## config.mk

```make
export PLATFORM = sky130hd
export DESIGN_NAME = instr_encoder_writer
export DESIGN_NICKNAME = d
export VERILOG_FILES = /design/src/rtl/instr_encoder_writer_pkg.sv /design/src/rtl/instr_encoder_writer_sync_fifo.sv /design/src/rtl/instr_encoder_writer.sv
export SDC_FILE = /design/constraint.sdc
export NUM_CORES = 1
export LEC_CHECK = 0
export ABC_AREA = 1
export CORE_AREA = 2 2 133 135
export CTS_BUF_LIST = sky130_fd_sc_hd__clkbuf_4 sky130_fd_sc_hd__clkbuf_8 sky130_fd_sc_hd__clkbuf_16
export CTS_CLUSTER_SIZE = 30
export DETAILED_ROUTE_END_ITERATION = 12
export DIE_AREA = 0 0 135 137
export HOLD_SLACK_MARGIN = 0.02
export PLACE_DENSITY_LB_ADDON = 0.1
export SYNTH_ARGS = -nofsm -noshare
export SYNTH_HDL_FRONTEND = slang
export SYNTH_HIERARCHICAL = 1
export SYNTH_SLANG_ARGS = --single-unit
```

## constraint.sdc

```tcl
create_clock -name clk -period 6.5 [get_ports clk]
set_clock_uncertainty 0.2 [all_clocks]
set_input_delay 1.3 -clock clk [delete_from_list [all_inputs] [get_ports clk]]
set_output_delay 1.3 -clock clk [all_outputs]
set_load 0.01 [all_outputs]
```

## src/rtl/instr_encoder_writer_pkg.sv

```systemverilog
// Instruction-set definitions shared with the core decoder, plus the symbolic
// record type and the pure MIPS32 encode function used by the imem writer.
package instr_encoder_writer_pkg;

    typedef enum logic [4:0] {
        ASM_ADDU, ASM_SUBU, ASM_OR, ASM_XOR, ASM_SLL, ASM_SRL, ASM_JR, ASM_SYSCALL,
        ASM_ANDI, ASM_ORI, ASM_XORI, ASM_ADDIU, ASM_SLTI, ASM_LUI, ASM_LW, ASM_SW,
        ASM_BEQ, ASM_BNE, ASM_J, ASM_JAL, ASM_INVALID
    } asm_op_t;

    typedef enum logic [1:0] {
        S_IDLE, S_RUN, S_DRAIN, S_DONE
    } ew_state_t;

    localparam logic [5:0] OP_SPECIAL = 6'h00;
    localparam logic [5:0] OP_J       = 6'h02;
    localparam logic [5:0] OP_JAL     = 6'h03;
    localparam logic [5:0] OP_BEQ     = 6'h04;
    localparam logic [5:0] OP_BNE     = 6'h05;
    localparam logic [5:0] OP_ADDIU   = 6'h09;
    localparam logic [5:0] OP_SLTI    = 6'h0a;
    localparam logic [5:0] OP_ANDI    = 6'h0c;
    localparam logic [5:0] OP_ORI     = 6'h0d;
    localparam logic [5:0] OP_XORI    = 6'h0e;
    localparam logic [5:0] OP_LUI     = 6'h0f;
    localparam logic [5:0] OP_LW      = 6'h23;
    localparam logic [5:0] OP_SW      = 6'h2b;

    localparam logic [5:0] FN_SLL     = 6'h00;
    localparam logic [5:0] FN_SRL     = 6'h02;
    localparam logic [5:0] FN_JR      = 6'h08;
    localparam logic [5:0] FN_SYSCALL = 6'h0c;
    localparam logic [5:0] FN_ADDU    = 6'h21;
    localparam logic [5:0] FN_SUBU    = 6'h23;
    localparam logic [5:0] FN_OR      = 6'h25;
    localparam logic [5:0] FN_XOR     = 6'h26;

    typedef struct packed {
        asm_op_t     op;
        logic [4:0]  rs;
        logic [4:0]  rt;
        logic [4:0]  rd;
        logic [4:0]  shamt;
        logic [15:0] imm16;
        logic [25:0] target;
    } asm_rec_t;

    typedef struct packed {
        logic        ok;
        logic [31:0] word;
    } enc_t;

    function automatic logic [31:0] r_word(input logic [4:0] rs, input logic [4:0] rt,
                                           input logic [4:0] rd, input logic [4:0] shamt,
                                           input logic [5:0] funct);
        return {OP_SPECIAL, rs, rt, rd, shamt, funct};
    endfunction

    function automatic logic [31:0] i_word(input logic [5:0] op, input logic [4:0] rs,
                                           input logic [4:0] rt, input logic [15:0] imm);
        return {op, rs, rt, imm};
    endfunction

    function automatic enc_t encode(input asm_rec_t r);
        enc_t e;
        e.ok   = 1'b1;
        e.word = '0;
        case (r.op)
            ASM_ADDU:    e.word = r_word(r.rs, r.rt, r.rd, 5'd0, FN_ADDU);
            ASM_SUBU:    e.word = r_word(r.rs, r.rt, r.rd, 5'd0, FN_SUBU);
            ASM_OR:      e.word = r_word(r.rs, r.rt, r.rd, 5'd0, FN_OR);
            ASM_XOR:     e.word = r_word(r.rs, r.rt, r.rd, 5'd0, FN_XOR);
            ASM_SLL:     e.word = r_word(5'd0, r.rt, r.rd, r.shamt, FN_SLL);
            ASM_SRL:     e.word = r_word(5'd0, r.rt, r.rd, r.shamt, FN_SRL);
            ASM_JR:      e.word = r_word(r.rs, 5'd0, 5'd0, 5'd0, FN_JR);
            ASM_SYSCALL: e.word = r_word(5'd0, 5'd0, 5'd0, 5'd0, FN_SYSCALL);
            ASM_ANDI:    e.word = i_word(OP_ANDI, r.rs, r.rt, r.imm16);
            ASM_ORI:     e.word = i_word(OP_ORI, r.rs, r.rt, r.imm16);
            ASM_XORI:    e.word = i_word(OP_XORI, r.rs, r.rt, r.imm16);
            ASM_ADDIU:   e.word = i_word(OP_ADDIU, r.rs, r.rt, r.imm16);
            ASM_SLTI:    e.word = i_word(OP_SLTI, r.rs, r.rt, r.imm16);
            ASM_LUI:     e.word = i_word(OP_LUI, 5'd0, r.rt, r.imm16);
            ASM_LW:      e.word = i_word(OP_LW, r.rs, r.rt, r.imm16);
            ASM_SW:      e.word = i_word(OP_SW, r.rs, r.rt, r.imm16);
            ASM_BEQ:     e.word = i_word(OP_BEQ, r.rs, r.rt, r.imm16);
            ASM_BNE:     e.word = i_word(OP_BNE, r.rs, r.rt, r.imm16);
            ASM_J:       e.word = {OP_J, r.target};
            ASM_JAL:     e.word = {OP_JAL, r.target};
            default:     e.ok   = 1'b0;
        endcase
        return e;
    endfunction

endpackage

```

## src/rtl/instr_encoder_writer_sync_fifo.sv

```systemverilog
// Synchronous FIFO with registered storage; head is the entry at the read pointer.
// Push while full and pop while empty are ignored.
module sync_fifo #(
    parameter int unsigned WIDTH = 32,
    parameter int unsigned DEPTH = 2
) (
    input  logic                       clk,
    input  logic                       rst_n,
    input  logic                       push,
    input  logic [WIDTH-1:0]           push_data,
    input  logic                       pop,
    output logic [WIDTH-1:0]           head,
    output logic                       empty,
    output logic [$clog2(DEPTH+1)-1:0] count
);

    localparam int unsigned PTR_W = $clog2(DEPTH);
    localparam int unsigned CNT_W = $clog2(DEPTH+1);

    logic [WIDTH-1:0] mem [DEPTH];
    logic [PTR_W-1:0] wr_ptr;
    logic [PTR_W-1:0] rd_ptr;
    logic             do_push;
    logic             do_pop;

    assign empty   = (count == '0);
    assign do_push = push && (count != CNT_W'(DEPTH));
    assign do_pop  = pop && !empty;
    assign head    = mem[rd_ptr];

    always_ff @(posedge clk) begin
        if (do_push) begin
            mem[wr_ptr] <= push_data;
        end
    end

    // DEPTH is a power of two, so the pointers wrap naturally.
    always_ff @(posedge clk or negedge rst_n) begin
        if (!rst_n) begin
            wr_ptr <= '0;
            rd_ptr <= '0;
            count  <= '0;
        end else begin
            if (do_push) wr_ptr <= wr_ptr + 1'b1;
            if (do_pop)  rd_ptr <= rd_ptr + 1'b1;
            case ({do_push, do_pop})
                2'b10:   count <= count + 1'b1;
                2'b01:   count <= count - 1'b1;
                default: count <= count;
            endcase
        end
    end

endmodule

```

## src/rtl/instr_encoder_writer.sv

```systemverilog
// Encodes symbolic instruction records into MIPS32 words and streams them
// into instruction memory at consecutive word addresses through a small FIFO.
module instr_encoder_writer
    import instr_encoder_writer_pkg::*;
#(
    parameter int unsigned ADDR_W = 10,
    parameter int unsigned DEPTH  = 2
) (
    input  logic              clk,
    input  logic              rst_n,
    input  logic              start,
    input  logic [ADDR_W-1:0] base_addr,
    input  logic              finish,
    input  logic              in_valid,
    output logic              in_ready,
    input  asm_op_t           in_op,
    input  logic [4:0]        in_rs,
    input  logic [4:0]        in_rt,
    input  logic [4:0]        in_rd,
    input  logic [4:0]        in_shamt,
    input  logic [15:0]       in_imm16,
    input  logic [25:0]       in_target,
    output logic              mem_we,
    input  logic              mem_ready,
    output logic [ADDR_W-1:0] mem_addr,
    output logic [31:0]       mem_wdata,
    output logic [ADDR_W:0]   words_written,
    output logic              err_invalid,
    output logic              busy,
    output logic              done
);

    localparam int unsigned CNT_W = $clog2(DEPTH+1);

    ew_state_t        state;
    ew_state_t        state_next;
    logic             load;
    asm_rec_t         rec;
    enc_t             enc;
    logic             accept;
    logic             fire;
    logic             fifo_empty;
    logic [CNT_W-1:0] fifo_count;

    always_comb begin
        rec = '{op: in_op, rs: in_rs, rt: in_rt, rd: in_rd, shamt: in_shamt,
                imm16: in_imm16, target: in_target};
        enc = encode(rec);
    end

    assign in_ready = (state == S_RUN) && (fifo_count < CNT_W'(DEPTH));
    assign accept   = in_valid && in_ready;
    assign mem_we   = !fifo_empty;
    assign fire     = mem_we && mem_ready;
    assign busy     = (state == S_RUN) || (state == S_DRAIN);
    assign done     = (state == S_DONE);

    sync_fifo #(
        .WIDTH(32),
        .DEPTH(DEPTH)
    ) u_fifo (
        .clk      (clk),
        .rst_n    (rst_n),
        .push     (accept && enc.ok),
        .push_data(enc.word),
        .pop      (fire),
        .head     (mem_wdata),
        .empty    (fifo_empty),
        .count    (fifo_count)
    );

    always_ff @(posedge clk or negedge rst_n) begin
        if (!rst_n) begin
            state <= S_IDLE;
        end else begin
            state <= state_next;
        end
    end

    always_comb begin
        state_next = state;
        load       = 1'b0;
        case (state)
            S_IDLE, S_DONE: begin
                if (start) begin
                    state_next = S_RUN;
                    load       = 1'b1;
                end
            end
            S_RUN:   if (finish) state_next = S_DRAIN;
            S_DRAIN: if (fifo_empty) state_next = S_DONE;
            default: state_next = S_IDLE;
        endcase
    end

    // The count MSB is only set at the saturation value 2^ADDR_W.
    always_ff @(posedge clk or negedge rst_n) begin
        if (!rst_n) begin
            mem_addr      <= '0;
            words_written <= '0;
            err_invalid   <= 1'b0;
        end else if (load) begin
            mem_addr      <= base_addr;
            words_written <= '0;
            err_invalid   <= 1'b0;
        end else begin
            if (fire) begin
                mem_addr <= mem_addr + 1'b1;
                if (!words_written[ADDR_W]) words_written <= words_written + 1'b1;
            end
            if (accept && !enc.ok) err_invalid <= 1'b1;
        end
    end

endmodule
```

* Word level (Yosys, flattened, before mapping)
Memory sizes are Yosys's and may differ from the RTL's.
Cells that the tools add are included.
** Word-level totals
- Bits in registers :: 28
- Memory bits (writable) :: 64
- Bits of input ports :: 83
- Output and inout bits :: 58
- Word-level logic and storage cells :: 83
- Memories kept :: 1
** Operators by class
- Add/sub/neg operators :: 6
- Magnitude comparators :: 1
- Equality and inequality tests :: 29
- Muxes and demuxes :: 18
- Reduce and logical (&&, ||, !) cells :: 20
** Memory list
- u_fifo.mem :: depth 2, width 32, rd ports 1, clocked after memory_dff 0, wr ports 1, line instr_encoder_writer_sync_fifo.sv:20 : logic [WIDTH-1:0] mem [DEPTH];
** Operators by type and width (number)
- $pmux W32 S20 :: 1
- $eq A5 B4 Y1 const B :: 8
- $mux W11 :: 3
- $eq A5 B3 Y1 const B :: 4
- $eq A5 B5 Y1 const B :: 4
- $mux W10 :: 2
- $reduce_or A20 Y1 :: 1
- $add A11 B1 Y11 const B :: 1
- $add A10 B1 Y10 const B :: 1
- $eq A5 B2 Y1 const B :: 2
- $logic_and A1 B1 Y1 :: 7
- $mux W1 :: 7
- $eq A2 B2 Y1 const B :: 3
- $mux W2 :: 3
- $ne A2 B2 Y1 const B :: 3
- $pmux W2 S3 :: 1
- $reduce_bool A2 Y1 :: 3
- $eq A5 B1 Y1 const B :: 1
- $logic_not A5 Y1 :: 1
- $eq A2 B1 Y1 const B :: 2
- $logic_not A2 Y1 :: 2
- $ne A2 B1 Y1 const B :: 2
- $pmux W2 S2 :: 1
- $reduce_and A3 Y1 :: 1
- other kinds (8) :: 10

* Longest topological paths before layout
Gate-level depths: netlist of run 1.
- Depth in word-level cells :: 7
- Gate-level depth with buffers :: 14
- Depth with buffers taken out :: 14

* Modules after synthesis
Netlist of run 1, hierarchy kept.
** Modules (own cells, without submodules)
- sync_fifo :: times used 1, cells an instance 199, area an instance 2611.3 um^2, sequential area each 2021.9 um^2
- instr_encoder_writer :: times used 1, cells an instance 340, area an instance 2080.7 um^2, sequential area each 600.6 um^2

* Least setup slack after synthesis of run 1
No wires, ideal clock.
- Path kind :: in2reg
- Start point :: in in_op[3]
- End point :: mem u_fifo.mem[1][0] (enable)
- Setup time :: 421 ps
- Arrival time :: 3190 ps
- Required time :: 5879 ps
- Slack :: 2689 ps
- Stages on the path :: 6
- Buffers on the path :: 1
- Path through :: buf_6 nor2_2 nor2_1 nor2_1 nand2_1 nor2_1
** On the way
- Cells in the longest elaborated chain, start to end :: 7
- Elaborated cells on any way between the ends :: 26
- Those cells by class :: eq/ne (19); mux (3); reduce/logical (4)
** RTL lines
- start, declared :: line instr_encoder_writer.sv:16 : input asm_op_t in_op,
- $eq A5 B5 Y1 (tied with other cells) :: line instr_encoder_writer_pkg.sv:68 : case (r.op)
- $reduce_or A20 Y1 (no source line) (*)
- $mux W1 (*) :: line instr_encoder_writer_pkg.sv:68
- $logic_and A1 B1 Y1 (*) :: line instr_encoder_writer.sv:64 : .push (accept && enc.ok),
- $logic_and A1 B1 Y1 (*) :: line instr_encoder_writer_sync_fifo.sv:27 : assign do_push = push && (count != CNT_W'(DEPTH));
- $mux W1 (*) :: line instr_encoder_writer_sync_fifo.sv:32 : if (do_push) begin
- $mux W1 (not written as such) (*) :: line instr_encoder_writer_sync_fifo.sv:33 : mem[wr_ptr] <= push_data;
- end, declared :: line instr_encoder_writer_sync_fifo.sv:20
Every way passes the cells marked *; elsewhere a longest branch is shown, timed or not.

* Worst setup path in the final report of run 1
- Start point :: in in_op[3]
- End point :: mem u_fifo.mem[1][12] (enable)
The elaborated chain is that of the path after synthesis.

==> Flow_metrics.wiki, run 1 <==
{| class="wikitable"
! Metric !! Value
|-
| Status || finished clean
|-
| Starting density of the core || 27.5%
|-
| Fraction of layout instances using a drive strength above 1 || 6.41%
|-
| RSZ-0062 raised after global routing || false
|-
| Count of state elements after synthesis || 92
|-
| RR Endpoint || u_fifo/mem[1][12]
|-
| Power per standard cell area || 358 nW/µm²
|-
| Skew-Pair Late Insertion Delay || 0.34 ns
|-
| Total of warnings raised by yosys || 6
|-
| Chip width || 135 µm
|-
| Total negative slack || 0 ns
|-
| Routed via count divided by cell count || 4.40
|-
| Overall routing resource usage || 14.2%
|-
| Slew of the pin with the lowest slew margin || 1.07 ns
|-
| Period utilisation layout || 54.9%
|-
| Worst hold endpoint || u_fifo/wr_ptr
|-
| Vias in the first global route || 3909
|-
| Cells on Worst Hold Path || 2
|-
| Cell at the slowest stage of the critical path || nor2_4
|-
| Antenna violations before repair || 0
|-
| Number of H-tree branching levels || 3
|-
| Antenna violation net count after detailed routing || 0
|-
| Hold Vio Cnt, Final || 0
|-
| Most prevalent standard cell on the critical path || nor2_1
|-
| Synthesized netlist cell count || 539
|-
| Final HPWL DP || 8990 µm
|-
| Setup slack of the most critical reg-to-reg path || 3.84 ns
|-
| Final setup vio count || 0
|-
| Count of routing violations after the opening detailed-route iteration || 246
|-
| DP Cell Count || 895
|-
| Number of nets in the final layout || 770
|-
| Die Outline Area || 18500 µm²
|-
| Routability cong. || 0.837
|-
| Maximum fanout along the worst path || 32
|-
| VDD IR-drop max || 0.171 mV
|-
| Max-Cap Viols || 0
|-
| Global-route wire length before repair || 20000 µm
|-
| TritonRoute pass-1 iters || 6
|-
| Biggest cell delay along the critical path || 0.82 ns
|-
| Post-detailed-routing wire length || 13000 µm
|-
| Number of clock sinks || 92
|-
| Die span in y || 137 µm
|-
| Critical path launch point type || primary input
|-
| Average footprint of a synthesized cell || 8.71 µm²
|-
| Crit path capture type || register
|-
| Worst hold start || u_fifo/wr_ptr
|-
| RR Startpoint || state[1]
|-
| Via total after detailed routing || 4014
|-
| Maximum clock frequency || 280 MHz
|-
| Mapped cell area || 4690 µm²
|-
| Row Count || 48
|-
| Proportion of synthesized chip area in sequential cells || 55.9%
|-
| Maximum number of pins on one net before global-route repair || 34
|-
| IO buf count || 140
|-
| Cell at the root of the clock tree || clkbuf_16
|-
| Slew HR || 28.7%
|-
| Worst Hold Class || register to register
|-
| Buffer depth of the longest clock path || 2
|-
| Core footprint || 17100 µm²
|-
| Leading cell type in the layout, fill and taps excluded || nand2_1
|-
| Critical path arrival || 3.33 ns
|-
| Min Tclk post-route || 3.57 ns
|-
| Number of buffers created by CTS || 9
|-
| Clock slew at the register clock pins of the worst setup and hold paths || 0.07 ns
|-
| Commonest cells after routing, fill and taps aside || nand2_1, clkdlybuf4s50_1, edfxtp_1
|-
| Number of cells upsized or downsized after cts || 0
|-
| Class of the most critical setup path || primary input to register
|-
| Count of boundary I/O pins || 141
|-
| Number of slew-limit violations in the final report || 0
|-
| Leakage power figure || 2.84 nW
|-
| Critical Path, Cell by Cell || clkdlybuf4s50_1 -> nor2_2 -> nor2_1 -> nor2_1 -> nand2_1 -> nor2_4
|-
| Distinct cell type count after synthesis || 31
|-
| Number of DRC violations after detailed routing || 0
|-
| Routed wirelength normalized by instance count || 14.3 µm
|-
| Number of standard cells in the layout, taps in and fillers out || 912
|-
| Aggregate global routing overflow || 0
|-
| Area growth from synthesis to layout || 40.3%
|-
| Number of setup buffers added after CTS || 0
|-
| TritonCTS clock tree || built
|-
| Worst reg-to-reg path cell count || 8
|-
| CP required || 6.26 ns
|-
| CTS Hold Bufs || 0
|}
per-layer routing:
metal	share of wire, %	vias up	track usage [%]	wire [µm]
met5	0	-	0	0
li1	-	2028	-	-
met2	49	113	24.8	6420
met4	0.98	0	3.53	128
met1	43	1864	16.9	5550
met3	7.0	9	4.85	912
synthesized netlist by cell type:
cell	number	area share, %
nand2_2	13	1.7
nand2_1	233	19
conb_1	1	0.080
a21oi_1	5	0.53
buf_2	1	0.11
o21bai_1	1	0.16
nor3_1	2	0.21
nand3_1	38	4.1
a22o_1	2	0.37
inv_2	2	0.16
xor2_1	1	0.19
o22ai_1	1	0.13
o21ai_0	20	2.1
a22oi_1	4	0.64
edfxtp_1	64	41
nand2_4	3	0.72
nor2_4	2	0.48
buf_8	1	0.32
o21ai_2	1	0.19
dfrtp_1	28	15
inv_8	1	0.24
o211ai_1	6	0.96
a31oi_1	1	0.13
nor2_2	3	0.40
nor2_1	31	2.5
nand4_1	6	0.80
buf_4	5	0.80
ha_1	6	1.6
inv_1	48	3.8
xnor2_1	3	0.56
buf_6	6	1.4
logic make-up (layout without fill, tap and decap cells):
family | Yosys count | count (layout) | synth area share, %
XOR/XNOR | 4 | 4 | 0.747
AO/OA/AOI/OAI | 41 | 41 | 5.25
other | 1 | 3 | 0.0799
buffers and inverters | 64 | 210 | 6.91
flip-flops | 92 | 92 | 55.9
adder cells (fa/ha/maj) | 6 | 6 | 1.60
AND/OR/NAND/NOR | 331 | 331 | 29.5
worst max-delay path by stage:
stage / cells past startpoint / startpoint / to
floorplan: 6 / in_op[3] / u_fifo/mem[1][0]
global placement: 6 / in_op[3] / u_fifo/mem[1][7]
detailed placement: 6 / in_op[3] / u_fifo/mem[1][7]
CTS: 6 / in_op[3] / u_fifo/mem[1][7]
global route: 6 / in_op[3] / u_fifo/mem[1][5]
finish: 6 / in_op[3] / u_fifo/mem[1][12]
power breakdown:
group	switching, mW	internal, mW
Combinational	0.555	0.456
Clock	0.229	0.300
Sequential	0.0828	0.735
Total	0.867	1.49
area by class of cell:
class,count,area (µm²)
fill,1739,10500
inverter,51,199
multi-input combinational,384,1760
tap,225,282
clock buffer,9,225
sequential,92,2620
clock inverter,7,73.8
antenna,1,2.50
timing repair buffer,143,1420
sequential cells by signal (all words and copies together), names as in the netlist:
| signal | cells |
|---|---|
| state | 2 |
| u_fifo/wr_ptr | 1 |
| err_invalid | 1 |
| words_written | 11 |
| u_fifo/mem | 64 |
| mem_addr | 10 |
| u_fifo/rd_ptr | 1 |
| u_fifo/count | 2 |
per-stage QoR:
stage / util (%) / cell area (µm²) / worst slack (ns) / power (mW) / hold WS [ns]
after floorplan: - / 4700 / 2.69 / 1.39 / 0.242
after global placement: 36.8 / 6280 / 2.61 / 1.85 / 0.258
after detailed placement: 36.8 / 6280 / 2.55 / 1.86 / 0.276
after CTS: 38.6 / 6580 / 2.93 / 2.40 / 0.291
after global routing: 38.6 / 6580 / 2.77 / 2.53 / 0.308
final: 38.6 / 6590 / 2.93 / 2.36 / 0.285
critical path, delay by kind of cell:
family / cells / cell delay (ns)
AND/OR/NAND/NOR: 5 / 1.44
buffers and inverters: 1 / 0.58
No activity file was read; power rests on OpenSTA's default activity.
==> inputs of run 2 (changes only) <==
clock period = 3.2 ns   (was 6.5 ns; I/O delays follow)
==> run 2 against run 1 <==
  * Worst hold slack gained 0.0092 ns
  * Count of clock-buffer cells in the layout grew 1
  * Combinational power grew 100%
  * Highest routed layer unchanged
  * Sequential share of layout area shrank 0.45 points
  * Via count grew 1.1%
  * Sequential power grew 110%
  * Clock power grew 120%
  * Core utilization grew 0.44 points
==> Flow_metrics.wiki, run 2 (synthesis results as in run 1) <==
{| class="wikitable"
! Metric !! Value
|-
| Cell at the root of the clock tree || clkbuf_16
|-
| Number of H-tree branching levels || 3
|-
| Slew of the pin with the lowest slew margin || 0.716 ns
|-
| Leakage power figure || 2.87 nW
|-
| DP Cell Count || 898
|-
| Min Tclk post-route || 2.86 ns
|-
| Vias in the first global route || 4028
|-
| VDD IR-drop max || 0.301 mV
|-
| Count of boundary I/O pins || 141
|-
| Worst reg-to-reg path cell count || 12
|-
| Largest reg by FF count || u_fifo/mem
|-
| Power per standard cell area || 738 nW/µm²
|-
| Critical Path, Cell by Cell || buf_4 -> nand2_1 -> nand2_1 -> clkdlybuf4s50_1
|-
| Critical path launch point type || register
|-
| Maximum fanout along the worst path || 18
|-
| RSZ-0062 raised after global routing || false
|-
| Routed wirelength normalized by instance count || 14.3 µm
|-
| Count of routing violations after the opening detailed-route iteration || 194
|-
| Number of setup buffers added after CTS || 0
|-
| Starting density of the core || 27.5%
|-
| TritonRoute pass-1 iters || 5
|-
| IO buf count || 140
|-
| Clock slew at the register clock pins of the worst setup and hold paths || 0.06 ns
|-
| Number of nets in the final layout || 773
|-
| Maximum clock frequency || 350 MHz
|-
| Total negative slack || 0 ns
|-
| Core footprint || 17100 µm²
|-
| CP required || 2.36 ns
|-
| Maximum number of pins on one net before global-route repair || 34
|-
| Most prevalent standard cell on the critical path || nand2_1
|-
| Cell at the slowest stage of the critical path || dfrtp_1
|-
| Number of filler instances in the final layout || 1711
|-
| Registers with the highest flip-flop counts || u_fifo/mem (64), words_written (11), mem_addr (10)
|-
| Biggest cell delay along the critical path || 0.62 ns
|-
| Critical path arrival || 2.02 ns
|-
| Chip width || 135 µm
|-
| Number of clock sinks || 92
|-
| Number of standard cells in the layout, taps in and fillers out || 915
|-
| Post-detailed-routing wire length || 13100 µm
|-
| Fraction of layout instances using a drive strength above 1 || 6.97%
|-
| CTS Hold Bufs || 0
|-
| Row Count || 48
|-
| Number of slew-limit violations in the final report || 0
|-
| Buffer depth of the longest clock path || 2
|-
| Die Outline Area || 18500 µm²
|-
| Number of buffers created by CTS || 9
|-
| Overall routing resource usage || 14.4%
|-
| Commonest cells after routing, fill and taps aside || nand2_1, clkdlybuf4s50_1, edfxtp_1
|-
| Hold Vio Cnt, Final || 0
|-
| Antenna violation net count after detailed routing || 0
|-
| Crit path capture type || primary output
|-
| TritonCTS clock tree || built
|-
| Die span in y || 137 µm
|-
| Area growth from synthesis to layout || 41.9%
|-
| Setup slack of the most critical reg-to-reg path || 1.06 ns
|-
| Routability cong. || 0.856
|-
| Period utilisation layout || 89.3%
|-
| Number of DRC violations after detailed routing || 0
|-
| Hold Slack || 0.294 ns
|-
| Via total after detailed routing || 4058
|-
| RR Endpoint || u_fifo/count[1]
|-
| Skew-Pair Late Insertion Delay || 0.35 ns
|-
| Leading cell type in the layout, fill and taps excluded || nand2_1
|-
| RR Startpoint || state[1]
|-
| Worst Hold Class || register to register
|-
| Final setup vio count || 0
|-
| Global-route wire length before repair || 20200 µm
|-
| Worst setup path start || u_fifo/rd_ptr
|-
| Antenna violations before repair || 1
|-
| Status || finished clean
|-
| Routed via count divided by cell count || 4.43
|-
| Slew HR || 52.2%
|-
| Crit path capture || mem_wdata[26]
|-
| Class of the most critical setup path || register to primary output
|-
| Max-Cap Viols || 0
|-
| Max FFs per register || 64
|-
| Final HPWL DP || 9220 µm
|-
| Aggregate global routing overflow || 0
|-
| Number of cells upsized or downsized after cts || 0
|}
run 2: cell types whose count changed in the layout (fill, tap and decap cells not counted), sizes merged:
cell | previous run | this run
clkinv | 4 | 0
clkbuf | 9 | 10
buf | 3 | 6
clkinvlp | 0 | 1
inv | 53 | 54
bufinv | 1 | 2
run 2: per-stage QoR:
stage               power (mW)  util, %  setup WS, ns  instance area [µm²]
global placement          3.78     37.1         0.496                 6330
CTS                       5.00     39.0         0.285                 6660
detailed placement        3.80     37.1         0.470                 6330
floorplan                 2.81        -        0.0489                 4700
global route              5.27     39.0         0.181                 6660
finish                    4.92     39.0         0.343                 6660
run 2: worst min path at each step:
stage | depth (start not counted) | endpoint | from
floorplan | 0 | err_invalid | rst_n
global placement | 2 | u_fifo/wr_ptr | u_fifo/wr_ptr
detailed placement | 2 | u_fifo/wr_ptr | u_fifo/wr_ptr
CTS | 2 | u_fifo/wr_ptr | u_fifo/wr_ptr
global route | 2 | u_fifo/wr_ptr | u_fifo/wr_ptr
finish | 2 | u_fifo/wr_ptr | u_fifo/wr_ptr
run 2: worst max-delay path, delay by kind of cell (launching register included):
| kind | cells | cell delay, ns |
|---|---|---|
| AND/OR/NAND/NOR | 2 | 0.16 |
| buffers and inverters | 2 | 0.87 |
| flip-flops | 1 | 0.62 |
run 2: area by class of cell:
cell class	instances	area (µm²)	share of cell area (%)
multi-input combinational	384	1760	26.4
tap	225	282	4.23
antenna	1	2.50	0.0376
sequential	92	2620	39.4
clock inverter	6	93.8	1.41
timing repair buffer	146	1470	22.1
inverter	51	199	2.99
clock buffer	10	233	3.49
run 2: metal layers:
layer	vias up	track usage [%]	wire length, µm
li1	2035	-	-
met1	1905	16.7	5650
met2	108	25.3	6410
met3	10	5.04	918
met4	0	3.88	121
met5	-	0	0
run 2: report_power, final:
group          total [mW]  switching, mW  internal (mW)  leakage [nW]
combinational        2.06           1.11          0.950          1.76
clock                1.17          0.471          0.702         0.158
sequential           1.68          0.191           1.49         0.946
total                4.92           1.77           3.14          2.87
